**config.mk**
```make
export PLATFORM = sky130hd
export DESIGN_NAME = r16_modred_drain_flat
export DESIGN_NICKNAME = d
export VERILOG_FILES = /design/src/rtl/r16_modred_drain_if.sv /design/src/rtl/r16_modred_drain.sv /design/src/flat_wrapper.sv
export SDC_FILE = /design/constraint.sdc
export NUM_CORES = 1
export LEC_CHECK = 0
export ABC_AREA = 1
export BUFFER_PORTS_ARGS = -buffer_cell sky130_fd_sc_hd__buf_2
export CORE_MARGIN = 2
export CORE_UTILIZATION = 40
export CTS_CLUSTER_SIZE = 10
export DETAILED_ROUTE_END_ITERATION = 6
export PLACE_DENSITY = 0.66
export SYNTH_ARGS = -nofsm -noshare
export SYNTH_HDL_FRONTEND = slang
export SYNTH_SLANG_ARGS = --single-unit
export TNS_END_PERCENT = 20
```
**constraint.sdc**
```tcl
create_clock -name clk -period 5.2 [get_ports clk]
set_clock_uncertainty 0.2 [all_clocks]
set_input_delay 0.78 -clock clk [delete_from_list [all_inputs] [get_ports clk]]
set_output_delay 0.78 -clock clk [all_outputs]
set_load 0.01 [all_outputs]
```
**src/rtl/r16_modred_drain_if.sv**
```systemverilog
// Handshake bundle between the R16 pipe-register stages, this reduction
// drain and the butterfly write-back. The slave side belongs to the drain.
interface r16_modred_drain_if #(
    parameter int P_WIDTH = 64
);
    logic               in_valid;
    logic               in_ready;
    logic [P_WIDTH-1:0] A0_in;
    logic               Ac_in;
    logic [P_WIDTH-1:0] N_in;
    logic [P_WIDTH-1:0] D_in;
    logic               out_valid;
    logic               out_ready;
    logic [P_WIDTH-1:0] R_out;
    logic [P_WIDTH-1:0] D_out;
    logic               err_out;
    logic               busy;

    modport master (
        output in_valid, A0_in, Ac_in, N_in, D_in, out_ready,
        input  in_ready, out_valid, R_out, D_out, err_out, busy
    );

    modport slave (
        input  in_valid, A0_in, Ac_in, N_in, D_in, out_ready,
        output in_ready, out_valid, R_out, D_out, err_out, busy
    );
endinterface

```
**src/rtl/r16_modred_drain.sv**
```systemverilog
// Radix-16 modular reduction drain: takes a 65-bit {Ac, A0} partial result,
// reduces it into [0, N) by at most MAX_ITER conditional subtractions (one
// per cycle) and returns the reduced word with its untouched tag.
module r16_modred_drain #(
    parameter int P_WIDTH  = 64,
    parameter int MAX_ITER = 3
) (
    input  logic clk,
    input  logic rst,
    r16_modred_drain_if.slave bus
);
    localparam int CNT_W = $clog2(MAX_ITER + 1);

    typedef enum logic [1:0] {
        S_IDLE   = 2'd0,
        S_REDUCE = 2'd1,
        S_OUT    = 2'd2
    } state_t;

    state_t             r_state;
    state_t             w_state_next;
    logic [P_WIDTH:0]   r_v;
    logic [P_WIDTH-1:0] r_nr;
    logic [P_WIDTH-1:0] r_dr;
    logic [CNT_W-1:0]   r_cnt;
    logic [P_WIDTH-1:0] r_r_out;
    logic               r_err;

    logic               w_in_ready;
    logic               w_out_valid;
    logic               w_busy;
    logic               w_accept;
    logic               w_n_zero;
    logic               w_v_lt_n;
    logic               w_cnt_max;
    logic [P_WIDTH:0]   w_n_ext;
    logic [P_WIDTH:0]   w_v_diff;

    // Reduction step decisions: compare is unsigned 65-bit against zero-extended N.
    assign w_n_ext   = {1'b0, r_nr};
    assign w_n_zero  = (r_nr == {P_WIDTH{1'b0}});
    assign w_v_lt_n  = (r_v < w_n_ext);
    assign w_cnt_max = (r_cnt == CNT_W'(MAX_ITER));
    assign w_v_diff  = r_v - w_n_ext;
    assign w_accept  = bus.in_valid & w_in_ready;

    // State register.
    always_ff @(posedge clk) begin
        if (rst) begin
            r_state <= S_IDLE;
        end else begin
            r_state <= w_state_next;
        end
    end

    // Next-state logic: REDUCE exits as soon as any stop condition holds.
    always_comb begin
        w_state_next = r_state;
        case (r_state)
            S_IDLE: begin
                if (w_accept) begin
                    w_state_next = S_REDUCE;
                end else begin
                    w_state_next = S_IDLE;
                end
            end
            S_REDUCE: begin
                if (w_n_zero || w_v_lt_n || w_cnt_max) begin
                    w_state_next = S_OUT;
                end else begin
                    w_state_next = S_REDUCE;
                end
            end
            S_OUT: begin
                if (bus.out_ready) begin
                    w_state_next = S_IDLE;
                end else begin
                    w_state_next = S_OUT;
                end
            end
            default: w_state_next = S_IDLE;
        endcase
    end

    // Handshake outputs decoded from the state register; in_ready is held low while reset is asserted.
    always_comb begin
        w_in_ready  = 1'b0;
        w_out_valid = 1'b0;
        w_busy      = 1'b0;
        case (r_state)
            S_IDLE: begin
                w_in_ready = ~rst;
            end
            S_REDUCE: begin
                w_busy = 1'b1;
            end
            S_OUT: begin
                w_out_valid = 1'b1;
                w_busy      = 1'b1;
            end
            default: begin
                w_in_ready  = 1'b0;
                w_out_valid = 1'b0;
                w_busy      = 1'b0;
            end
        endcase
    end

    // Datapath: capture on accept, subtract while reducing, hold results through OUT.
    always_ff @(posedge clk) begin
        if (rst) begin
            r_v     <= {(P_WIDTH+1){1'b0}};
            r_nr    <= {P_WIDTH{1'b0}};
            r_dr    <= {P_WIDTH{1'b0}};
            r_cnt   <= {CNT_W{1'b0}};
            r_r_out <= {P_WIDTH{1'b0}};
            r_err   <= 1'b0;
        end else begin
            case (r_state)
                S_IDLE: begin
                    if (w_accept) begin
                        r_v   <= {bus.Ac_in, bus.A0_in};
                        r_nr  <= bus.N_in;
                        r_dr  <= bus.D_in;
                        r_cnt <= {CNT_W{1'b0}};
                    end
                end
                S_REDUCE: begin
                    if (w_n_zero) begin
                        r_r_out <= r_v[P_WIDTH-1:0];
                        r_err   <= 1'b1;
                    end else if (w_v_lt_n) begin
                        r_r_out <= r_v[P_WIDTH-1:0];
                        r_err   <= 1'b0;
                    end else if (w_cnt_max) begin
                        r_r_out <= r_v[P_WIDTH-1:0];
                        r_err   <= 1'b1;
                    end else begin
                        r_v   <= w_v_diff;
                        r_cnt <= r_cnt + CNT_W'(1);
                    end
                end
                S_OUT: begin
                    r_r_out <= r_r_out;
                end
                default: begin
                    r_err <= r_err;
                end
            endcase
        end
    end

    assign bus.in_ready  = w_in_ready;
    assign bus.out_valid = w_out_valid;
    assign bus.busy      = w_busy;
    assign bus.R_out     = r_r_out;
    assign bus.D_out     = r_dr;
    assign bus.err_out   = r_err;
endmodule

```
**src/flat_wrapper.sv**
```systemverilog
// flat-port wrapper written by rule: the top's interface ports become plain ports
module r16_modred_drain_flat 
#(
    parameter int P_WIDTH  = 64,
    parameter int MAX_ITER = 3
)
  (clk, rst, bus_in_valid, bus_A0_in, bus_Ac_in, bus_N_in, bus_D_in, bus_out_ready, bus_in_ready, bus_out_valid, bus_R_out, bus_D_out, bus_err_out, bus_busy);
  r16_modred_drain_if #(.P_WIDTH(P_WIDTH)) bus_i ();
  input  logic clk;
  input  logic rst;
  input wire logic [$bits(bus_i.in_valid)-1:0] bus_in_valid;
  input wire logic [$bits(bus_i.A0_in)-1:0] bus_A0_in;
  input wire logic [$bits(bus_i.Ac_in)-1:0] bus_Ac_in;
  input wire logic [$bits(bus_i.N_in)-1:0] bus_N_in;
  input wire logic [$bits(bus_i.D_in)-1:0] bus_D_in;
  input wire logic [$bits(bus_i.out_ready)-1:0] bus_out_ready;
  output wire logic [$bits(bus_i.in_ready)-1:0] bus_in_ready;
  output wire logic [$bits(bus_i.out_valid)-1:0] bus_out_valid;
  output wire logic [$bits(bus_i.R_out)-1:0] bus_R_out;
  output wire logic [$bits(bus_i.D_out)-1:0] bus_D_out;
  output wire logic [$bits(bus_i.err_out)-1:0] bus_err_out;
  output wire logic [$bits(bus_i.busy)-1:0] bus_busy;
  assign bus_i.in_valid = bus_in_valid;
  assign bus_i.A0_in = bus_A0_in;
  assign bus_i.Ac_in = bus_Ac_in;
  assign bus_i.N_in = bus_N_in;
  assign bus_i.D_in = bus_D_in;
  assign bus_i.out_ready = bus_out_ready;
  assign bus_in_ready = bus_i.in_ready;
  assign bus_out_valid = bus_i.out_valid;
  assign bus_R_out = bus_i.R_out;
  assign bus_D_out = bus_i.D_out;
  assign bus_err_out = bus_i.err_out;
  assign bus_busy = bus_i.busy;
  r16_modred_drain #(.P_WIDTH(P_WIDTH), .MAX_ITER(MAX_ITER)) u_core (.clk(clk), .rst(rst), .bus(bus_i));
endmodule
```
# Word level (Yosys, flattened, before mapping)
# Index checks and enable logic that the tools add are counted.
# totals
reg_bits	262
wordCells	52
# op_classes
n_addsub	2
bitwise	2
muxes	23
reduce_logical	10
n_lt_le_gt_ge	1
n_eq_ne	7
# op_table
operator	count
two-way mux 65 bit	4
two-way mux 64 bit	3
one-hot mux 65 bit (2 select lines)	1
< comparator 65 x 64 -> 1 bit	1
subtractor 65 x 64 -> 65 bit	1
zero test 64 bit	1
two-way mux 2 bit	6
two-way mux 1 bit	7
inequality test 2 bit (second input constant)	3
one-hot mux 2 bit (3 select lines)	1
AND reduction 5 bit	1
equality test 2 bit (second input constant)	2
one-hot mux 2 bit (2 select lines)	1
AND reduction 2 bit	2
nonzero test 3 bit	1
adder 2 x 1 -> 2 bit (second input constant)	1
equality test 2 x 1 -> 1 bit (second input constant)	1
zero test 2 bit	1
logical OR 1 bit	2
inequality test 2 x 1 -> 1 bit (second input constant)	1
nonzero test 2 bit	1
OR reduction 2 bit	1
bitwise AND 1 bit	1
NOT 1 bit	1

# Depth between registers and ports, before layout
# depth
ltp_word	5
mapped_depth	20
ltp_nobuf	19

# Worst setup path before layout
# OpenSTA, ideal clock, no wires.
# synth_timing
path_type	input to register
from	input rst
to	register u_core.r_v[30]
setup_ps	115
setup_slack_ps	2772
required_time_ps	4885
arrival_ps	2113
path_stages	9
cell_sequence	nor2_1 nand2_1 o21ai_0 a21boi_1 nand3_4 buf_4 buf_6 a21oi_1 nor2_1
# synth_between
elab_chain_len	5
# synth_rtl
item	line	text
from (decl)	flat_wrapper.sv:10	input logic rst;
NOT 1 bit	r16_modred_drain.sv:92	w_in_ready = ~rst;
two-way mux 1 bit	r16_modred_drain.sv:90	case (r_state)
bitwise AND 1 bit	r16_modred_drain.sv:45	assign w_accept = bus.in_valid & w_in_ready;
inequality test 2 x 1 -> 1 bit (no line)	n/a	
AND reduction 5 bit (no line)	n/a	
to (signal assigned)	r16_modred_drain.sv:112	r_v <= {(P_WIDTH+1){1'b0}};
to (signal assigned)	r16_modred_drain.sv:122	r_v <= {bus.Ac_in, bus.A0_in};
to (signal assigned)	r16_modred_drain.sv:139	r_v <= w_v_diff;
to (decl)	r16_modred_drain.sv:22	logic [P_WIDTH:0] r_v;
# Parallel ways exist; a longest one is shown, timed or not.
# A chain may end at the register's enable or synchronous reset.

# Worst setup path after layout
# layout_timing
from	register u_core.r_nr[43]
to	register u_core.r_r_out[62] (netlist: u_core.bus.R_out[62])
# layout_between
elab_chain_len	3
# layout_rtl
item	line	text
from (decl)	r16_modred_drain.sv:23	logic [P_WIDTH-1:0] r_nr;
from (signal assigned)	r16_modred_drain.sv:113	r_nr <= {P_WIDTH{1'b0}};
from (signal assigned)	r16_modred_drain.sv:123	r_nr <= bus.N_in;
< comparator 65 x 64 -> 1 bit / zero test 64 bit (equally long branches)	r16_modred_drain.sv:42, r16_modred_drain.sv:41	
nonzero test 3 bit (no line) / two-way mux 64 bit (equally long branches)	n/a	
AND reduction 2 bit (no line) / two-way mux 64 bit (equally long branches)	n/a	
to (signal assigned)	r16_modred_drain.sv:116	r_r_out <= {P_WIDTH{1'b0}};
to (signal assigned)	r16_modred_drain.sv:130	r_r_out <= r_v[P_WIDTH-1:0];
to (signal assigned)	r16_modred_drain.sv:133	r_r_out <= r_v[P_WIDTH-1:0];
to (decl)	r16_modred_drain.sv:26	logic [P_WIDTH-1:0] r_r_out;
# Parallel ways exist; a longest one is shown, timed or not.

==> results.json <==
{
  "worst_pin_slew_ns": 0.9754,
  "synth_async_sr_flop_share_pct": 0,
  "slowest_stage": "buf_4",
  "initial_utilization_pct": 40.57,
  "port_buffers": 328,
  "syn_area_um2": 17020,
  "synth_seq_area_share_pct": 30.82,
  "period_minus_slack_ns": 3.411,
  "yosys.area.top_type": "dfxtp_1",
  "start_kind": "register",
  "powerDensity_nw_per_um2": 509.5,
  "grt_use_total_pct": 26.50,
  "avgRoutedWirePerCell_um": 16.11,
  "synth_nets": 3171,
  "dieArea_um2": 44210,
  "synth_area_leaders": "dfxtp_1 31%, nand2_1 22%, inv_1 9.6%",
  "htreeDepth": 1,
  "peakVddDrop_uv": 289.4,
  "synth-seq-cells": 262,
  "period_share_pct": 65.59,
  "clk_pin_slew_ns": 0.06,
  "slowest_delay_ns": 0.51,
  "rsz0062_at_grt": "no",
  "fin_nets": 3427,
  "synth_area_per_cell_um2": 5.860,
  "vias": 18410,
  "synthFlopType": "dfxtp_1",
  "ys_types": 38,
  "grt_pass1_wl_mm": 93.45,
  "hold_path.startpoint": "bus_D_in[29]",
  "clk-insertion-delay-late_ns": 0.59,
  "drv_slew": 0,
  "drc": 0,
  "synth_top_cell_area_share_pct": 30.82,
  "finalSetupViolations": 0,
  "ant_nets": 0,
  "min_path_type": "in -> reg",
  "startpoint": "u_core.r_nr[43]",
  "ys_warn_count": 0,
  "syn_inst": 2904,
  "fp.coreArea_um2": 41950,
  "cp.required_ns": 5.48,
  "synth_commonest_cells": "1000 x nand2_1, 434 x inv_1, 296 x nor2_1",
  "post-cts-setup-buffer-count": 0,
  "antenna_found_initial": 11,
  "cts_buffers": 31,
  "fmax_ghz": 0.2932,
  "path_cells": "inv_1 -> ha_1 -> nand2_1 -> inv_1 -> nand2_1 -> nand2_1 -> a21oi_1 -> nand2_1 -> a21oi_1 -> nand3_2 -> nand3_4 -> buf_4 -> nand3_1 -> nand2_1 -> nor2_1",
  "gp_congestion": 1.041,
  "status": "complete, no violations",
  "path_common_cell": "nand2_1",
  "r2r_start": "u_core.r_nr[43]",
  "endpoint_kind": "register",
  "crit_arrival_ns": 3.69,
  "cts_root_buffer": "clkbuf_16",
  "via_per_inst": 4.955,
  "grt_pass1_vias": 17410,
  "grt_max_degree": 122,
  "ff2ff_setup_slack_ns": 1.79,
  "ctsResizeCount": 0,
  "synth.most_common_cell": "nand2_1",
  "setup_tns_ns": 0,
  "criticalPathCategory": "reg -> reg",
  "p_leak_uw": 0.01098,
  "die_y_um": 210.3,
  "drt-pass1-iter-count": 6,
  "holdWs_ns": 0.1802,
  "rows": 75,
  "io_pins": 329,
  "area_delta_synth_final_pct": 16.68,
  "finalWirelength_mm": 59.86,
  "maxCapViolations": 0,
  "drt_iter0_drc": 1355,
  "dpl.hpwl_mm": 46.50,
  "cts_hold_buf": 0,
  "grt_overflow": 0,
  "cts.sinks": 262,
  "ctsLongestPathBuffers": 3,
  "synth_edf_count": 0,
  "critPathMaxFanout": 45,
  "max_slew_margin_pct": 34.97,
  "die_w_um": 210.3,
  "finalHoldViolations": 0,
  "drive_gt1_share_pct": 13.60,
  "cts_tree": "done"
}
-- report_power, final --
group          leakage, uW  switching, uW  internal, uW
registers          0.00215            187          2330
logic              0.00839           3930          1670
clock network     0.000433            850          1150
-- through the flow --
| stage | area (um2) | worst slack, ns | instances | total power (uW) | utilization, % |
|---|---|---|---|---|---|
| after detailed placement | 18960 | 1.838 | 3666 | 8056 | 45.19 |
| final | 19860 | 1.789 | 3715 | 10120 | 47.33 |
| after floorplan | 17020 | 2.772 | 2904 | 6470 | - |
| after CTS | 19840 | 1.837 | 3709 | 10080 | 47.30 |
| after global placement | 18960 | 1.827 | 3666 | 8070 | 45.19 |
| after global routing | 19850 | 1.497 | 3711 | 10920 | 47.31 |
-- registers in the layout, summed over array words and instances (netlist names) --
register and count:
u_core.bus.R_out 64, u_core.r_cnt 2, u_core.r_nr 64, u_core.bus.err_out 1, u_core.r_state 2, u_core.r_v 65
u_core.bus.D_out 64
-- path summary, 6_finish.rpt --
| path | depth (start not counted) | to |
|---|---|---|
| min | 3 | u_core.bus.D_out[29] |
| min reg2reg | 2 | u_core.bus.D_out[11] |
| max | 15 | u_core.bus.R_out[62] |
| max reg2reg | 15 | u_core.bus.R_out[62] |
-- critical path: cells and delay by family (launching register included) --
family | cells | cell delay (ns)
compound gates | 2 | 0.45
fa+ha+maj | 1 | 0.36
buf+inv | 3 | 0.62
flops | 1 | 0.33
simple gates | 9 | 1.27
-- layer usage --
metal  vias to the layer above  track usage, %  wire (um)
met1                      8211           34.11      26290
met5                         -               0         60
met3                       112           5.989       4496
met2                       565           44.60      27100
met4                        10           7.141       1917
li1                       9508               -          -
-- cell type report --
| class | instances | area, um2 |
|---|---|---|
| tap | 539 | 674.4 |
| inverter | 446 | 1679 |
| sequential | 262 | 5245 |
| clock buffer | 40 | 829.5 |
| multi-input combinational | 2078 | 9605 |
| fill | 4609 | 22090 |
| antenna | 6 | 15.01 |
| clock inverter | 3 | 55.05 |
| timing repair buffer | 341 | 1752 |
-- placed cells by master (no fill, tap or decap), drive strengths merged --
master | synthesis | final
nand2 | 1003 | 1003
inv | 444 | 445
buf | 47 | 341
nor2 | 309 | 309
nand3 | 263 | 263
dfxtp | 262 | 262
a21oi | 222 | 222
o21ai | 101 | 101
ha | 69 | 69
clkbuf | 71 | 40
nand3b | 25 | 25
nand4 | 21 | 21
or2 | 17 | 17
nor3 | 13 | 13
nor4 | 8 | 8
diode | 0 | 6
o21bai | 6 | 6
xnor2 | 6 | 6
xor2 | 4 | 4
a21boi | 4 | 4
and2 | 3 | 3
clkinv | 2 | 3
o21a | 1 | 1
a21o | 1 | 1
mux2i | 1 | 1
fa | 1 | 1
bufinv | 0 | 1
-- cell families (layout without fill, tap and decap cells) --
family / count (synthesis) / after routing / synth area share [%]
and+or+nand+nor: 1662 / 1662 / 40.48
muxes: 1 / 1 / 0.05883
buffers and inverters: 564 / 830 / 12.90
adders and majority gates: 70 / 70 / 5.191
AOI/OAI and AO/OA: 335 / 335 / 10.03
other: 0 / 6 / 0
DFF: 262 / 262 / 30.82
xor gates and xnor gates: 10 / 10 / 0.5147
(Power assumes the default switching activity.)
